--- src/rtl/noc_pkg.sv ---
// Shared NoC definitions: flit layout, type/class codes, encoder FSM states
// and helpers that assemble spike head/tail flits.
package noc_pkg;

  localparam int FLIT_W = 38;

  localparam logic [1:0] FT_HEAD = 2'b10;
  localparam logic [1:0] FT_BODY = 2'b00;
  localparam logic [1:0] FT_TAIL = 2'b01;

  localparam logic [2:0] CLASS_SPIKE = 3'b000;

  localparam int TYPE_LSB  = 36;
  localparam int VC_LSB    = 32;
  localparam int VC_W      = 4;
  localparam int CLASS_LSB = 29;
  localparam int CLASS_W   = 3;
  localparam int ROUTE_W   = 29;
  localparam int NID_LSB   = 16;
  localparam int NID_W     = 8;
  localparam int DATA_LSB  = 0;
  localparam int DATA_W    = 16;

  typedef enum logic [1:0] {
    ST_IDLE,
    ST_HEAD,
    ST_TAIL
  } enc_state_t;

  function automatic logic [FLIT_W-1:0] make_head(input logic [VC_W-1:0] vc,
                                                   input logic [ROUTE_W-1:0] route);
    logic [FLIT_W-1:0] f;
    f = '0;
    f[TYPE_LSB +: 2]        = FT_HEAD;
    f[VC_LSB +: VC_W]       = vc;
    f[CLASS_LSB +: CLASS_W] = CLASS_SPIKE;
    f[0 +: ROUTE_W]         = route;
    return f;
  endfunction

  // Bits [31:24] of the tail stay zero: reserved plus spike sub-class.
  function automatic logic [FLIT_W-1:0] make_tail(input logic [VC_W-1:0] vc,
                                                   input logic [NID_W-1:0] nid,
                                                   input logic [DATA_W-1:0] data);
    logic [FLIT_W-1:0] f;
    f = '0;
    f[TYPE_LSB +: 2]      = FT_TAIL;
    f[VC_LSB +: VC_W]     = vc;
    f[NID_LSB +: NID_W]   = nid;
    f[DATA_LSB +: DATA_W] = data;
    return f;
  endfunction

endpackage

--- src/rtl/spike_packet_encoder_if.sv ---
// Spike event input and flit output handshakes of the spike packet encoder.
// The encoder uses the master modport; the neuron core / NI side uses slave.
interface spike_packet_encoder_if;
  import noc_pkg::*;

  logic                spike_valid;
  logic                spike_ready;
  logic [NID_W-1:0]    spike_neuron_id;
  logic [ROUTE_W-1:0]  spike_route;
  logic [FLIT_W-1:0]   flit_out;
  logic                flit_out_valid;
  logic                flit_out_ready;

  modport master (
    input  spike_valid, spike_neuron_id, spike_route, flit_out_ready,
    output spike_ready, flit_out, flit_out_valid
  );

  modport slave (
    output spike_valid, spike_neuron_id, spike_route, flit_out_ready,
    input  spike_ready, flit_out, flit_out_valid
  );
endinterface

--- src/rtl/spike_packet_encoder_fifo.sv ---
// Synchronous FIFO with occupancy count; exposes the oldest entry and the one
// behind it so a consumer can chain packets without a bubble.
module sync_fifo #(
  parameter int WIDTH = 8,
  parameter int DEPTH = 8
) (
  input  logic                     clk,
  input  logic                     rst_n,
  input  logic                     push,
  input  logic                     pop,
  input  logic [WIDTH-1:0]         wdata,
  output logic [WIDTH-1:0]         head_data,
  output logic [WIDTH-1:0]         next_data,
  output logic [$clog2(DEPTH):0]   count,
  output logic                     full,
  output logic                     empty
);
  localparam int AW = $clog2(DEPTH);
  localparam int CW = AW + 1;

  logic [WIDTH-1:0] mem [DEPTH];
  logic [AW-1:0]    wr_ptr;
  logic [AW-1:0]    rd_ptr;
  logic [AW-1:0]    rd_next;
  logic             do_push;
  logic             do_pop;

  assign full      = (count == CW'(DEPTH));
  assign empty     = (count == '0);
  assign do_push   = push && !full;
  assign do_pop    = pop && !empty;
  assign rd_next   = rd_ptr + AW'(1);
  assign head_data = mem[rd_ptr];
  assign next_data = mem[rd_next];

  always_ff @(posedge clk or negedge rst_n) begin
    if (!rst_n) begin
      wr_ptr <= '0;
      rd_ptr <= '0;
      count  <= '0;
    end else begin
      if (do_push) wr_ptr <= wr_ptr + AW'(1);
      if (do_pop)  rd_ptr <= rd_next;
      case ({do_push, do_pop})
        2'b10:   count <= count + CW'(1);
        2'b01:   count <= count - CW'(1);
        default: count <= count;
      endcase
    end
  end

  always_ff @(posedge clk) begin
    if (do_push) mem[wr_ptr] <= wdata;
  end
endmodule

--- src/rtl/spike_packet_encoder.sv ---
// Buffers timestamped spike events and serialises each into a head+tail
// packet on a registered valid/ready flit stream.
module spike_packet_encoder
  import noc_pkg::*;
#(
  parameter int         FIFO_DEPTH = 8,
  parameter logic [3:0] VC_ID      = 4'b0001,
  parameter int         TS_WIDTH   = 16
) (
  input  logic                          neuron_clk,
  input  logic                          neuron_rst_n,
  input  logic                          start,
  input  logic                          step,
  spike_packet_encoder_if.master        bus,
  output logic [$clog2(FIFO_DEPTH):0]   fifo_count
);
  localparam int CW = $clog2(FIFO_DEPTH) + 1;

  typedef struct packed {
    logic [NID_W-1:0]    id;
    logic [ROUTE_W-1:0]  route;
    logic [TS_WIDTH-1:0] ts;
  } event_t;

  enc_state_t          state, state_n;
  logic [FLIT_W-1:0]   flit_q, flit_n;
  logic                valid_q, valid_n;
  logic [TS_WIDTH-1:0] ts;
  logic                push, pop, full, empty;
  event_t              wr_ev, head_ev, next_ev;

  assign wr_ev            = '{id: bus.spike_neuron_id, route: bus.spike_route, ts: ts};
  assign push             = bus.spike_valid && !full;
  assign bus.spike_ready  = !full;
  assign bus.flit_out     = flit_q;
  assign bus.flit_out_valid = valid_q;

  sync_fifo #(
    .WIDTH ($bits(event_t)),
    .DEPTH (FIFO_DEPTH)
  ) u_fifo (
    .clk       (neuron_clk),
    .rst_n     (neuron_rst_n),
    .push      (push),
    .pop       (pop),
    .wdata     (wr_ev),
    .head_data (head_ev),
    .next_data (next_ev),
    .count     (fifo_count),
    .full      (full),
    .empty     (empty)
  );

  // A push in the same cycle as a step captures the pre-increment time.
  always_ff @(posedge neuron_clk or negedge neuron_rst_n) begin
    if (!neuron_rst_n) ts <= '0;
    else if (step)     ts <= ts + TS_WIDTH'(1);
  end

  always_ff @(posedge neuron_clk or negedge neuron_rst_n) begin
    if (!neuron_rst_n) begin
      state   <= ST_IDLE;
      flit_q  <= '0;
      valid_q <= 1'b0;
    end else begin
      state   <= state_n;
      flit_q  <= flit_n;
      valid_q <= valid_n;
    end
  end

  // The head entry stays in the FIFO until its tail is accepted, so the
  // follow-on packet is built from the entry behind it.
  always_comb begin
    state_n = state;
    flit_n  = flit_q;
    valid_n = valid_q;
    pop     = 1'b0;
    case (state)
      ST_IDLE: begin
        if (!empty && start) begin
          state_n = ST_HEAD;
          flit_n  = make_head(VC_ID, head_ev.route);
          valid_n = 1'b1;
        end
      end
      ST_HEAD: begin
        if (bus.flit_out_ready) begin
          state_n = ST_TAIL;
          flit_n  = make_tail(VC_ID, head_ev.id, head_ev.ts);
        end
      end
      ST_TAIL: begin
        if (bus.flit_out_ready) begin
          pop = 1'b1;
          if (start && (fifo_count > CW'(1))) begin
            state_n = ST_HEAD;
            flit_n  = make_head(VC_ID, next_ev.route);
          end else begin
            state_n = ST_IDLE;
            flit_n  = '0;
            valid_n = 1'b0;
          end
        end
      end
      default: begin
        state_n = ST_IDLE;
        flit_n  = '0;
        valid_n = 1'b0;
      end
    endcase
  end
endmodule

--- src/flat_wrapper.sv ---
// flat-port wrapper written by rule: the top's interface ports become plain ports
module spike_packet_encoder_flat import noc_pkg::*;
#(
  parameter int         FIFO_DEPTH = 8,
  parameter logic [3:0] VC_ID      = 4'b0001,
  parameter int         TS_WIDTH   = 16
)
  (neuron_clk, neuron_rst_n, start, step, fifo_count, bus_spike_valid, bus_spike_neuron_id, bus_spike_route, bus_flit_out_ready, bus_spike_ready, bus_flit_out, bus_flit_out_valid);
  spike_packet_encoder_if bus_i ();
  input  logic neuron_clk;
  input  logic neuron_rst_n;
  input  logic start;
  input  logic step;
  output logic [$clog2(FIFO_DEPTH):0] fifo_count;
  input wire logic [$bits(bus_i.spike_valid)-1:0] bus_spike_valid;
  input wire logic [$bits(bus_i.spike_neuron_id)-1:0] bus_spike_neuron_id;
  input wire logic [$bits(bus_i.spike_route)-1:0] bus_spike_route;
  input wire logic [$bits(bus_i.flit_out_ready)-1:0] bus_flit_out_ready;
  output wire logic [$bits(bus_i.spike_ready)-1:0] bus_spike_ready;
  output wire logic [$bits(bus_i.flit_out)-1:0] bus_flit_out;
  output wire logic [$bits(bus_i.flit_out_valid)-1:0] bus_flit_out_valid;
  assign bus_i.spike_valid = bus_spike_valid;
  assign bus_i.spike_neuron_id = bus_spike_neuron_id;
  assign bus_i.spike_route = bus_spike_route;
  assign bus_i.flit_out_ready = bus_flit_out_ready;
  assign bus_spike_ready = bus_i.spike_ready;
  assign bus_flit_out = bus_i.flit_out;
  assign bus_flit_out_valid = bus_i.flit_out_valid;
  spike_packet_encoder #(.FIFO_DEPTH(FIFO_DEPTH), .VC_ID(VC_ID), .TS_WIDTH(TS_WIDTH)) u_core (.neuron_clk(neuron_clk), .neuron_rst_n(neuron_rst_n), .start(start), .step(step), .bus(bus_i), .fifo_count(fifo_count));
endmodule
--- config.mk ---
export PLATFORM = sky130hd
export DESIGN_NAME = spike_packet_encoder_flat
export DESIGN_NICKNAME = d
export VERILOG_FILES = /design/src/rtl/noc_pkg.sv /design/src/rtl/spike_packet_encoder_if.sv /design/src/rtl/spike_packet_encoder_fifo.sv /design/src/rtl/spike_packet_encoder.sv /design/src/flat_wrapper.sv
export SDC_FILE = /design/constraint.sdc
export NUM_CORES = 1
export LEC_CHECK = 0
export CAP_MARGIN = 30
export CORE_ASPECT_RATIO = 1.4
export CORE_MARGIN = 3
export CORE_UTILIZATION = 60
export DETAILED_ROUTE_END_ITERATION = 8
export GPL_ROUTABILITY_DRIVEN = 0
export GPL_TIMING_DRIVEN = 0
export MAX_ROUTING_LAYER = met4
export PLACE_DENSITY = 0.9
export SYNTH_ARGS = -nofsm -noshare
export SYNTH_HDL_FRONTEND = slang
export SYNTH_SLANG_ARGS = --single-unit
--- constraint.sdc ---
create_clock -name neuron_clk -period 7.7 [get_ports neuron_clk]
set_input_delay 1.54 -clock neuron_clk [delete_from_list [all_inputs] [get_ports neuron_clk]]
set_output_delay 1.54 -clock neuron_clk [all_outputs]
set_load 0.02 [all_outputs]
After elaboration in Yosys (flattened, before gate mapping)
Memories as Yosys holds them, arrays and structs flattened.
Cells that the tools add are included.
W data, S select, Z words.
- memories kept: 1
- RAM bits: 424
- register bits after elaboration: 67
- output and inout port bits: 44
- input bits: 43
- logic and storage cells: 55
- memories (name ; depth ; bits a word ; read ports ; clocked after memory_dff ; wr ports ; RTL line ; text):
    u_core.u_fifo.mem ; 8 ; 53 ; 2 ; 0 ; 1 ; spike_packet_encoder_fifo.sv:21 ; logic [WIDTH-1:0] mem [DEPTH];
- $add $sub $neg: 5
- eq/ne operators: 9
- bitwise operators: 1
- mux-type cells: 19
- reductions and logical operators: 12
- $lt $le $gt $ge: 1
- operators by type and width (cell ; count):
    $mux W38 ; 4
    $pmux W38 S3 ; 1
    $add A16 B1 Y16 const B ; 1
    $mux W1 ; 8
    $pmux W4 S2 ; 1
    $add A3 B1 Y3 const B ; 2
    $mux W2 ; 3
    $ne A2 B2 Y1 const B ; 3
    $pmux W2 S3 ; 1
    $logic_and A1 B1 Y1 ; 5
    $add A4 B1 Y4 const B ; 1
    $eq A2 B1 Y1 const B ; 2
    $eq A2 B2 Y1 const B ; 2
    $eq A4 B4 Y1 const B ; 1
    $gt A4 B1 Y1 const B ; 1
    $logic_not A4 Y1 ; 1
    $reduce_and A4 Y1 ; 1
    $sub A4 B1 Y4 const B ; 1
    $pmux W1 S3 ; 1
    $reduce_and A3 Y1 ; 1
    $logic_not A1 Y1 ; 2
    $logic_not A2 Y1 ; 1
    $ne A2 B1 Y1 const B ; 1
    $reduce_bool A2 Y1 ; 1
    $not A1 Y1 ; 1

Longest topological paths before layout
Gate-level depths: netlist (run 1).
- depth in word-level cells: 6
- depth in mapped cells: 9

Cells and area by module
Synthesis (run 1) repeated with hierarchy kept, for this count alone.
- cells, all modules: 1087
- area, all modules: 22594.2 um^2
- modules (own cells, without submodules) (module ; cells each ; times used ; seq. area each (um^2) ; area each (um^2)):
    sync_fifo ; 868 ; 1 ; 12982.5 ; 20061.7
    spike_packet_encoder ; 219 ; 1 ; 1226.2 ; 2532.4

Worst setup path after synthesis (run 1)
No wires, ideal clock.
- path type: input-to-reg
- from: input bus_spike_valid
- to: memory u_core.u_fifo.mem[0][0] (netlist name) (enable)
- setup slack: 1.654 ns
- arrival time: 5.517 ns
- library setup time: 0.529 ns
- buffers on the path: 0
- data required time: 7.171 ns
- stages on the path: 3
- cells stage by stage: nand2_1 or2_1 nor3_1
- word-level cells in the longest chain between the ends: 4
- ends and longest elaborated chain (item ; RTL line ; text):
    start, declared ; flat_wrapper.sv:15 ; input wire logic [$bits(bus_i.spike_valid)-1:0] bus_spike_valid;
    $logic_and A1 B1 Y1 ; spike_packet_encoder.sv:33 ; assign push = bus.spike_valid && !full;
    $logic_and A1 B1 Y1 ; spike_packet_encoder_fifo.sv:30 ; assign do_push = push && !full;
    $mux W1 ; spike_packet_encoder_fifo.sv:53 ; if (do_push) mem[wr_ptr] <= wdata;
    $mux W1 (implied by the code) ; spike_packet_encoder_fifo.sv:53 ;
    end, declared ; spike_packet_encoder_fifo.sv:21 ;
Every way passes these cells.

Final worst setup path (run 1)
- from: input bus_spike_valid
- to: memory u_core.u_fifo.mem[0][27] (netlist name) (enable)
Same word-level chain as after synthesis.

==> results of run 1 <==
-- kinds of logic after synthesis --
group | Yosys count | synth area share [%]
compound gates | 142 | 5.10
xor+xnor | 24 | 1.04
fa+ha+maj | 8 | 0.494
buf+inv | 79 | 2.23
flops | 483 | 70.1
mux | 218 | 17.9
other cells | 1 | 0.0185
simple gates | 129 | 3.12
-- state kept, by name, indices dropped and copies added, names as in the netlist --
signal / flops
u_core.ts: 16
u_core.state: 1
u_core.bus.flit_out: 31
u_core.u_fifo.rd_ptr: 3
u_core.u_fifo.count: 4
u_core.u_fifo.mem: 424
u_core.u_fifo.wr_ptr: 3
u_core.bus.flit_out_valid: 1
-- cell type report --
class / instances / share of cell area [%]
Clock buffer: 46 / 4.61
Timing Repair Buffer: 104 / 5.20
Buffer: 75 / 1.86
Antenna cell: 1 / 0.0106
Multi-Input combinational cell: 527 / 24.2
Clock inverter: 32 / 1.42
Sequential cell: 483 / 60.3
Tap cell: 445 / 2.36
Inverter: 4 / 0.0637
-- metal layers --
| layer | track usage [%] | vias up |
|---|---|---|
| met5 | - | - |
| li1 | - | 4774 |
| met4 | 16.8 | 0 |
| met1 | 35.6 | 6110 |
| met3 | 4.79 | 225 |
| met2 | 48.6 | 968 |
-- cells in the final DEF, fill, tap and decap left out, types with 7 or more instances in the layout --
master,Yosys,final
mux2i_1,98,98
buf_2,44,44
mux4_2,116,116
ha_1,8,8
bufinv_16,0,7
a22oi_1,53,53
nor2_1,40,34
buf_6,8,18
xnor2_1,15,15
clkbuf_1,10,13
edfxtp_1,424,424
dfrtp_1,59,59
nand3_1,34,34
clkbuf_16,0,43
xor2_1,9,9
buf_4,11,12
a22o_1,30,30
o22ai_1,49,49
clkinv_2,0,8
clkinv_1,0,13
clkdlybuf4s50_1,0,79
nand2_1,27,27
-- worst paths after layout --
| path | startpoint | slack, ps | to |
|---|---|---|---|
| setup / recovery | bus_spike_valid | 3930 | u_core.u_fifo.mem[0][27] |
| hold / removal | u_core.bus.flit_out[4] | 510 | u_core.bus.flit_out[4] |
| setup reg to reg | u_core.u_fifo.count[0] | 4440 | u_core.u_fifo.mem[0][27] |
| hold reg to reg | u_core.bus.flit_out[4] | 510 | u_core.bus.flit_out[4] |
| max in group asynchronous | neuron_rst_n | 6030 | u_core.bus.flit_out[9] |
| min in group asynchronous | neuron_rst_n | 1070 | u_core.bus.flit_out[27] |
-- stage by stage --
stage               TNS (ps)  util [%]
finish                     0      70.7
global placement     -235770      65.0
global route               0      70.7
floorplan                  0         -
detailed placement         0      66.5
CTS                        0      70.7
-- where the power goes --
part	internal [mW]	total [mW]	switching, mW
clock	1.26	2.20	0.941
sequential	3.34	3.60	0.259
combinational	1.56	3.59	2.02
total	6.16	9.39	3.22
==> impl_metrics.toml, run 1 <==
[yosys]
yosys_register_bits = 483
synth_common_cells = "edfxtp_1 (424), mux4_2 (116), mux2i_1 (98)"
synthFlopType = "edfxtp_1"
synth_cell_types = 44
syn_area_per_cell_um2 = 18.7
synth_area_leader_cell = "edfxtp_1"
synth_area_um2 = 20300
yosysMostFrequentCell = "edfxtp_1"
synth_edf_count = 424
synth_top_area_share_pct = 62.8
yosysSeqAreaShare_pct = 70.1
synthTopCellsByArea = "edfxtp_1 (63%), mux4_2 (13%), dfrtp_1 (7.3%), mux2i_1 (4.8%), a22oi_1 (2.0%)"
ys_warn_count = 0
async_flop_share_pct = 12.2
syn_inst = 1084

[sta]
period_share_pct = 49.0
setup_violations = 0
rsz0062_at_grt = "no"
max_freq_ghz = 0.265
relSlewSlack_pct = 35.5
hold_slack_ps = 506
skew_ps = 24.6
timing.final.ws_setup_ps = 3930
final.min_clock_period_ps = 3770
worst_pin_slew_ps = 965
maxSlewViolCount = 0
hold_viol = 0

[grt]
grt_overflow = 0
antenna_found_initial = 1
grt_max_degree = 60
grt_pass1_wl_um = 77000
grt_pass1_vias = 12400
grt_usage_pct = 29.8

[place]
dp.cells = 1638
dpl.hpwl_um = 33700
io_buffers = 80
preCtsSetupSlack_ps = 3410
postPlaceCellArea_um2 = 22100

[clock_network]
cts.path.max_buffers = 3
cts_htree_levels = 2
cts_setup_buffers = 0
cts.sinks = 483
clk_pin_slew_worst_paths_ps = 60
cts_root_buf = "clkbuf_16"
hold_buffers = 0
cts_tree = "built"
cts_resized = 0
cts_buffers = 43
clk_latency_ps = 570

[cells_and_area]
seq_area_um2 = 14200
drive_gt1_share_pct = 22.1
design_area_um2 = 23600
fillers = 1913
multi_input_area_um2 = 5690
fin_cells = 1717
syn2layout_area_growth_pct = 16.2
nets = 1289

[route]
wl_met3_um = 5220
wl_um = 52300
dr.max_layer_used = "met4"
drc_errors = 0
wl_met1_um = 17000
num_vias = 12100
drt_iter0_drc = 1683
wl_per_cell_um = 30.5
detail_route.first_pass.iterations = 6
dr_wl_met2_um = 26900
detail-route-antenna-nets = 0
vias_per_cell = 7.03

[run_status]
status = "completed"

[hold_path]
hp-class = "flip-flop to flip-flop"
min_path_cells = 1

[critical_path]
cpPeakStageDelay_ps = 720
cp_data_required_time_ps = 7970
criticalPathCategory = "primary input to flip-flop"
crit_path_cell_trace = "clkdlybuf4s50_1 -> nand2_1 -> or2_1 -> nor3_2 -> buf_8 -> buf_6 -> buf_6 -> buf_6"
crit_path_start_kind = "primary input"
cp_max_fo = 9
cp_slowest_cell = "nor3_2"
path_delay_family = "buffers and inverters"
critPathBufInv = 5
path_depth = 8
cpMostUsedCell = "buf_6"
end_kind = "flip-flop"
worst-endpoint-arrival_ps = 4040
reg2reg_depth = 10

[die]
die-area_um2 = 36100
die_y_um = 224
rows = 79
coreArea_um2 = 33300
ios = 87
fp.dieW_um = 161
start_util_pct = 60.9

[power_and_ir_drop]
vdd_drop_max_mv = 0.313
p_leak_nw = 8.14
p_total_mw = 9.39
power_density_nw_per_um2 = 398

[job]
cap_violations = 0
(Power assumes the default switching activity.)
==> inputs of run 2 (changes only) <==
==> constraint.sdc (replaced) <==
create_clock -name neuron_clk -period 3.62 [get_ports neuron_clk]
set_input_delay 0.724 -clock neuron_clk [delete_from_list [all_inputs] [get_ports neuron_clk]]
set_output_delay 0.724 -clock neuron_clk [all_outputs]
set_load 0.02 [all_outputs]
==> run 2 against run 1 <==
Critical path depth up 1. Worst hold slack got worse by 270 ps. Sequential share of layout area fell by 0.10 points. Setup slack lost 3400 ps. Clock skew decreased by 8.1 ps. Clock power is 120% higher. First-iteration DRC count rose by 6.3%. Sequential power rose by 110%. Core utilization is 0.12 points higher. Total power is 120% higher. Final cell count shrank 0.29%. Die area unchanged.
==> impl_metrics.toml, run 2 (synthesized netlist as in run 1, its figures left out) <==
[sta]
hold_viol = 0
rsz0062_at_grt = "no"
period_share_pct = 85.8
worst_pin_slew_ps = 908
skew_ps = 16.5
final.min_clock_period_ps = 3110
max_freq_ghz = 0.322
setup_violations = 0
relSlewSlack_pct = 39.4
maxSlewViolCount = 0
tns_ps = 0

[place]
postPlaceCellArea_um2 = 22100
dp.cells = 1633
dpl.hpwl_um = 33600
io_buffers = 80

[clock_network]
cts_root_buf = "clkbuf_16"
cts_resized = 0
cts_buffers = 43
cts.path.max_buffers = 3
cts.sinks = 483
cts_tree = "built"
clk_pin_slew_worst_paths_ps = 70
cts_htree_levels = 2
hold_buffers = 0
cts_setup_buffers = 0
clk_latency_ps = 560

[grt]
grt_overflow = 0
grt_usage_pct = 32.1
grt_pass1_vias = 12700
grt_max_degree = 60
antenna_found_initial = 2
grt_pass1_wl_um = 81600

[die]
ios = 87
start_util_pct = 60.9
rows = 79
coreArea_um2 = 33300
fp.dieW_um = 161
die-area_um2 = 36100
die_y_um = 224

[cells_and_area]
nets = 1284
post-route-util_pct = 70.9
syn2layout_area_growth_pct = 16.4
final_cell_mix = "edfxtp_1 (424), mux4_2 (116), mux2i_1 (98)"
drive_gt1_share_pct = 22.1
final_common_cell = "edfxtp_1"
top_register = "u_core.u_fifo.mem"
largest_reg_flops = 424
fin_cells = 1712
design_area_um2 = 23600
fillers = 1871

[route]
detail-route-antenna-nets = 0
wl_um = 55900
vias_per_cell = 7.21
drc_errors = 0
num_vias = 12300
drt_iter0_drc = 1789
detail_route.first_pass.iterations = 8
wl_per_cell_um = 32.7

[power_and_ir_drop]
vdd_drop_max_mv = 0.583
p_total_mw = 20.3
p_leak_nw = 8.13
power_density_nw_per_um2 = 861

[run_status]
status = "completed"

[critical_path]
critPathBufInv = 3
path_delay_family = "compound AO/OA/AOI/OAI gates"
cp_max_fo = 10
worst-endpoint-arrival_ps = 3610
cp_data_required_time_ps = 4120
cpPeakStageDelay_ps = 670
cpMostUsedCell = "buf_2"
crit_path_start_kind = "flip-flop"
cp_slowest_cell = "a211oi_1"
end_kind = "flip-flop"
criticalPathCategory = "flip-flop to flip-flop"
crit_path_cell_trace = "inv_1 -> ha_1 -> or2_1 -> a211oi_1 -> buf_2 -> buf_2 -> a22oi_1 -> nand3_1 -> a22o_1"

[hold_path]
hp-class = "primary input to async pin"

[job]
cap_violations = 0
==> run 2: worst paths after layout <==
path	startpoint	end	slack, ps	cells past startpoint
min in group neuron_clk	u_core.bus.flit_out[6]	u_core.bus.flit_out[6]	510	1
setup / recovery	u_core.u_fifo.count[0]	u_core.bus.flit_out[21]	510	9
hold / removal	neuron_rst_n	u_core.bus.flit_out[27]	240	1
setup reg to reg	u_core.u_fifo.count[0]	u_core.bus.flit_out[21]	510	9
max in group asynchronous	neuron_rst_n	u_core.ts[11]	2720	1
hold reg to reg	u_core.bus.flit_out[6]	u_core.bus.flit_out[6]	510	1
==> run 2: metal layers <==
layer	vias to the layer above	share of wire (%)	global-route usage, %
met3	310	9.7	5.73
met4	0	7.0	19.0
met5	-	0	-
met1	6131	32	37.1
met2	1133	51	52.8
li1	4770	-	-
==> run 2: power by group <==
group	switching [mW]	leakage, nW	total (mW)	internal, mW
combinational	4.47	2.75	7.81	3.33
clock	2.06	0.710	4.81	2.75
sequential	0.600	4.67	7.70	7.10
==> run 2: cell type report <==
cell class	instances	area, um^2	area share, %
multi-input cells	527	5710	24.2
diodes	2	5.00	0.0212
flip-flops and latches	483	14200	60.2
inverters	4	15.0	0.0636
plain buffers	75	438	1.86
well taps	445	557	2.36
repair buffers	99	1210	5.13
clock inverters	23	283	1.20
clock buffers	54	1180	5.00
==> run 2: metrics by stage <==
stage	setup slack (ps)	hold slack, ps
CTS	565	303
finish	513	240
global route	473	303
floorplan	-605	428
detailed placement	353	495
global placement	-3030	490
==> inputs of run 3 (changes only) <==
--- a/config.mk
+++ b/config.mk
@@ -11,9 +11,9 @@
 export CORE_UTILIZATION = 60
 export DETAILED_ROUTE_END_ITERATION = 8
 export GPL_ROUTABILITY_DRIVEN = 0
-export GPL_TIMING_DRIVEN = 0
 export MAX_ROUTING_LAYER = met4
 export PLACE_DENSITY = 0.9
+export RECOVER_POWER = 100
 export SYNTH_ARGS = -nofsm -noshare
 export SYNTH_HDL_FRONTEND = slang
 export SYNTH_SLANG_ARGS = --single-unit
==> run 3 against run 2 <==
The flow now finishes with violations (max-capacitance violations, max-slew violations). Clock skew is 3.9 ps higher. Worst hold slack improved by 270 ps. Combinational power fell by 13%. Fmax up 0.64%. Die area is the same. Cell area fell by 3.0%. Flip-flop and latch count stayed put. Largest power group is now registers.
==> impl_metrics.toml, run 3 (synthesized netlist as in run 1, its figures left out) <==
[run_status]
status = "finished, violations left"
violations = "max-capacitance violations, max-slew violations"

[critical_path]
critPathLaunch = "u_core.u_fifo.count[0]"
end_kind = "flip-flop"
worst-endpoint-arrival_ps = 3220
criticalPathCategory = "flip-flop to flip-flop"
reg2reg_depth = 6
crit_path_start_kind = "flip-flop"
cp_data_required_time_ps = 3750
cp_max_fo = 20
regToRegEndpoint = "u_core.u_fifo.mem[3][43]"
r2r-start = "u_core.u_fifo.count[0]"
regToRegSetupSlack_ps = 530
critPathCapture = "u_core.u_fifo.mem[3][43]"

[die]
rows = 79
die_y_um = 224
fp.dieW_um = 161
coreArea_um2 = 33300
start_util_pct = 60.9
die-area_um2 = 36100
ios = 87

[cells_and_area]
post-route-util_pct = 68.8
top_register = "u_core.u_fifo.mem"
final_cell_mix = "edfxtp_1 (424), mux4_2 (116), mux2i_1 (98)"
design_area_um2 = 22900
nets = 1219
largest_reg_flops = 424
syn2layout_area_growth_pct = 12.9
final_common_cell = "edfxtp_1"
drive_gt1_share_pct = 18.5

[clock_network]
hold_buffers = 0
cts_root_buf = "clkbuf_16"
cts_buffers = 41
clk_latency_ps = 550
clk_pin_slew_worst_paths_ps = 60
cts.path.max_buffers = 3
cts_tree = "built"
cts_htree_levels = 2
cts.sinks = 483
cts_resized = 0
cts_setup_buffers = 0

[job]
cap_violations = 2

[sta]
final.min_clock_period_ps = 3090
maxSlewViolCount = 53
hold_slack_ps = 511
max_freq_ghz = 0.324
setup_violations = 0
timing.final.ws_setup_ps = 533
hold_viol = 0
period_share_pct = 85.3
skew_ps = 20.3
relSlewSlack_pct = -28.7
rsz0062_at_grt = "no"
worst_pin_slew_ps = 1930

[hold_path]
min_path_cells = 1
hp-class = "flip-flop to flip-flop"

[place]
preCtsSetupSlack_ps = 709
io_buffers = 80
dpl.hpwl_um = 25200
postPlaceCellArea_um2 = 21700

[route]
drt_iter0_drc = 1572
drc_errors = 0
vias_per_cell = 7.03
detail-route-antenna-nets = 0
wl_per_cell_um = 28.5
detail_route.first_pass.iterations = 6
wl_um = 46900
num_vias = 11600

[power_and_ir_drop]
swShare_pct = 33.5
p_total_mw = 18.8
p_switching_mw = 6.31
seq_power_share_pct = 41.2
vdd_drop_max_mv = 0.650
internal_power_mw = 12.5
p_clk_share_pct = 22.6
power_density_nw_per_um2 = 822
p_leak_nw = 7.81
combPwrFrac_pct = 36.2

[grt]
antenna_found_initial = 5
grt_max_degree = 99
grt_pass1_vias = 12000
grt_usage_pct = 26.8
grt_overflow = 0
grt_pass1_wl_um = 70700
==> run 3: cell types whose count changed in the layout (fill, tap and decap cells not counted), sizes merged <==
cell	delta
clkinv	+3
buf	-63
clkdlybuf4s50	-76
diode	+2
dlygate4sd3	+76
clkinvlp	-3
bufinv	-3
==> run 3: layout make-up <==
cell class	instances	area, um^2
repair buffers	111	1100
fillers	1944	10400
clock inverters	20	178
inverters	4	15.0
well taps	445	557
flip-flops and latches	483	14200
clock buffers	54	1090
multi-input cells	527	5740
diodes	4	10.0
==> run 3: power by group through the flow <==
stage / logic [mW] / clock network (mW) / registers (mW)
4_1_cts: 6.88 / 4.29 / 7.72
5_1_grt: 7.19 / 4.50 / 7.82
2_1_floorplan: 4.76 / 0 / 7.77
3_5_place_dp: 6.76 / 0 / 7.80
6_report: 6.82 / 4.26 / 7.75
3_3_place_gp: 6.52 / 0 / 7.72
==> run 3: worst min path at each step <==
stage / startpoint / endpoint / slack (ps)
after floorplan: neuron_rst_n / u_core.bus.flit_out[0] / 430
after global placement: u_core.bus.flit_out[32] / u_core.bus.flit_out[32] / 490
after detailed placement: u_core.bus.flit_out[27] / u_core.bus.flit_out[27] / 500
after CTS: neuron_rst_n / u_core.bus.flit_out[32] / 280
after global routing: u_core.bus.flit_out[21] / u_core.bus.flit_out[21] / 540
final: u_core.bus.flit_out[28] / u_core.bus.flit_out[28] / 510
==> run 3: worst max-delay path: stages (launching register included) <==
cell      delay, ps
dfrtp_1         470
inv_1           120
ha_1            220
nand3b_1        160
nand3_1         360
nor2_4          220
clkbuf_1       1120
==> run 3: layer usage <==
metal  global-route usage [%]  part of all wire [%]
met3                     4.40                   9.4
met4                     13.3                   4.6
met5                        -                     0
met1                     33.3                    35
met2                     43.3                    51
==> run 3: per-stage QoR <==
stage / TNS [ps] / std cells
finish: 0 / 1648
global route: 0 / 1648
CTS: 0 / 1643
detailed placement: 0 / 1569
global placement: 0 / 1569
floorplan: -118450 / 1089
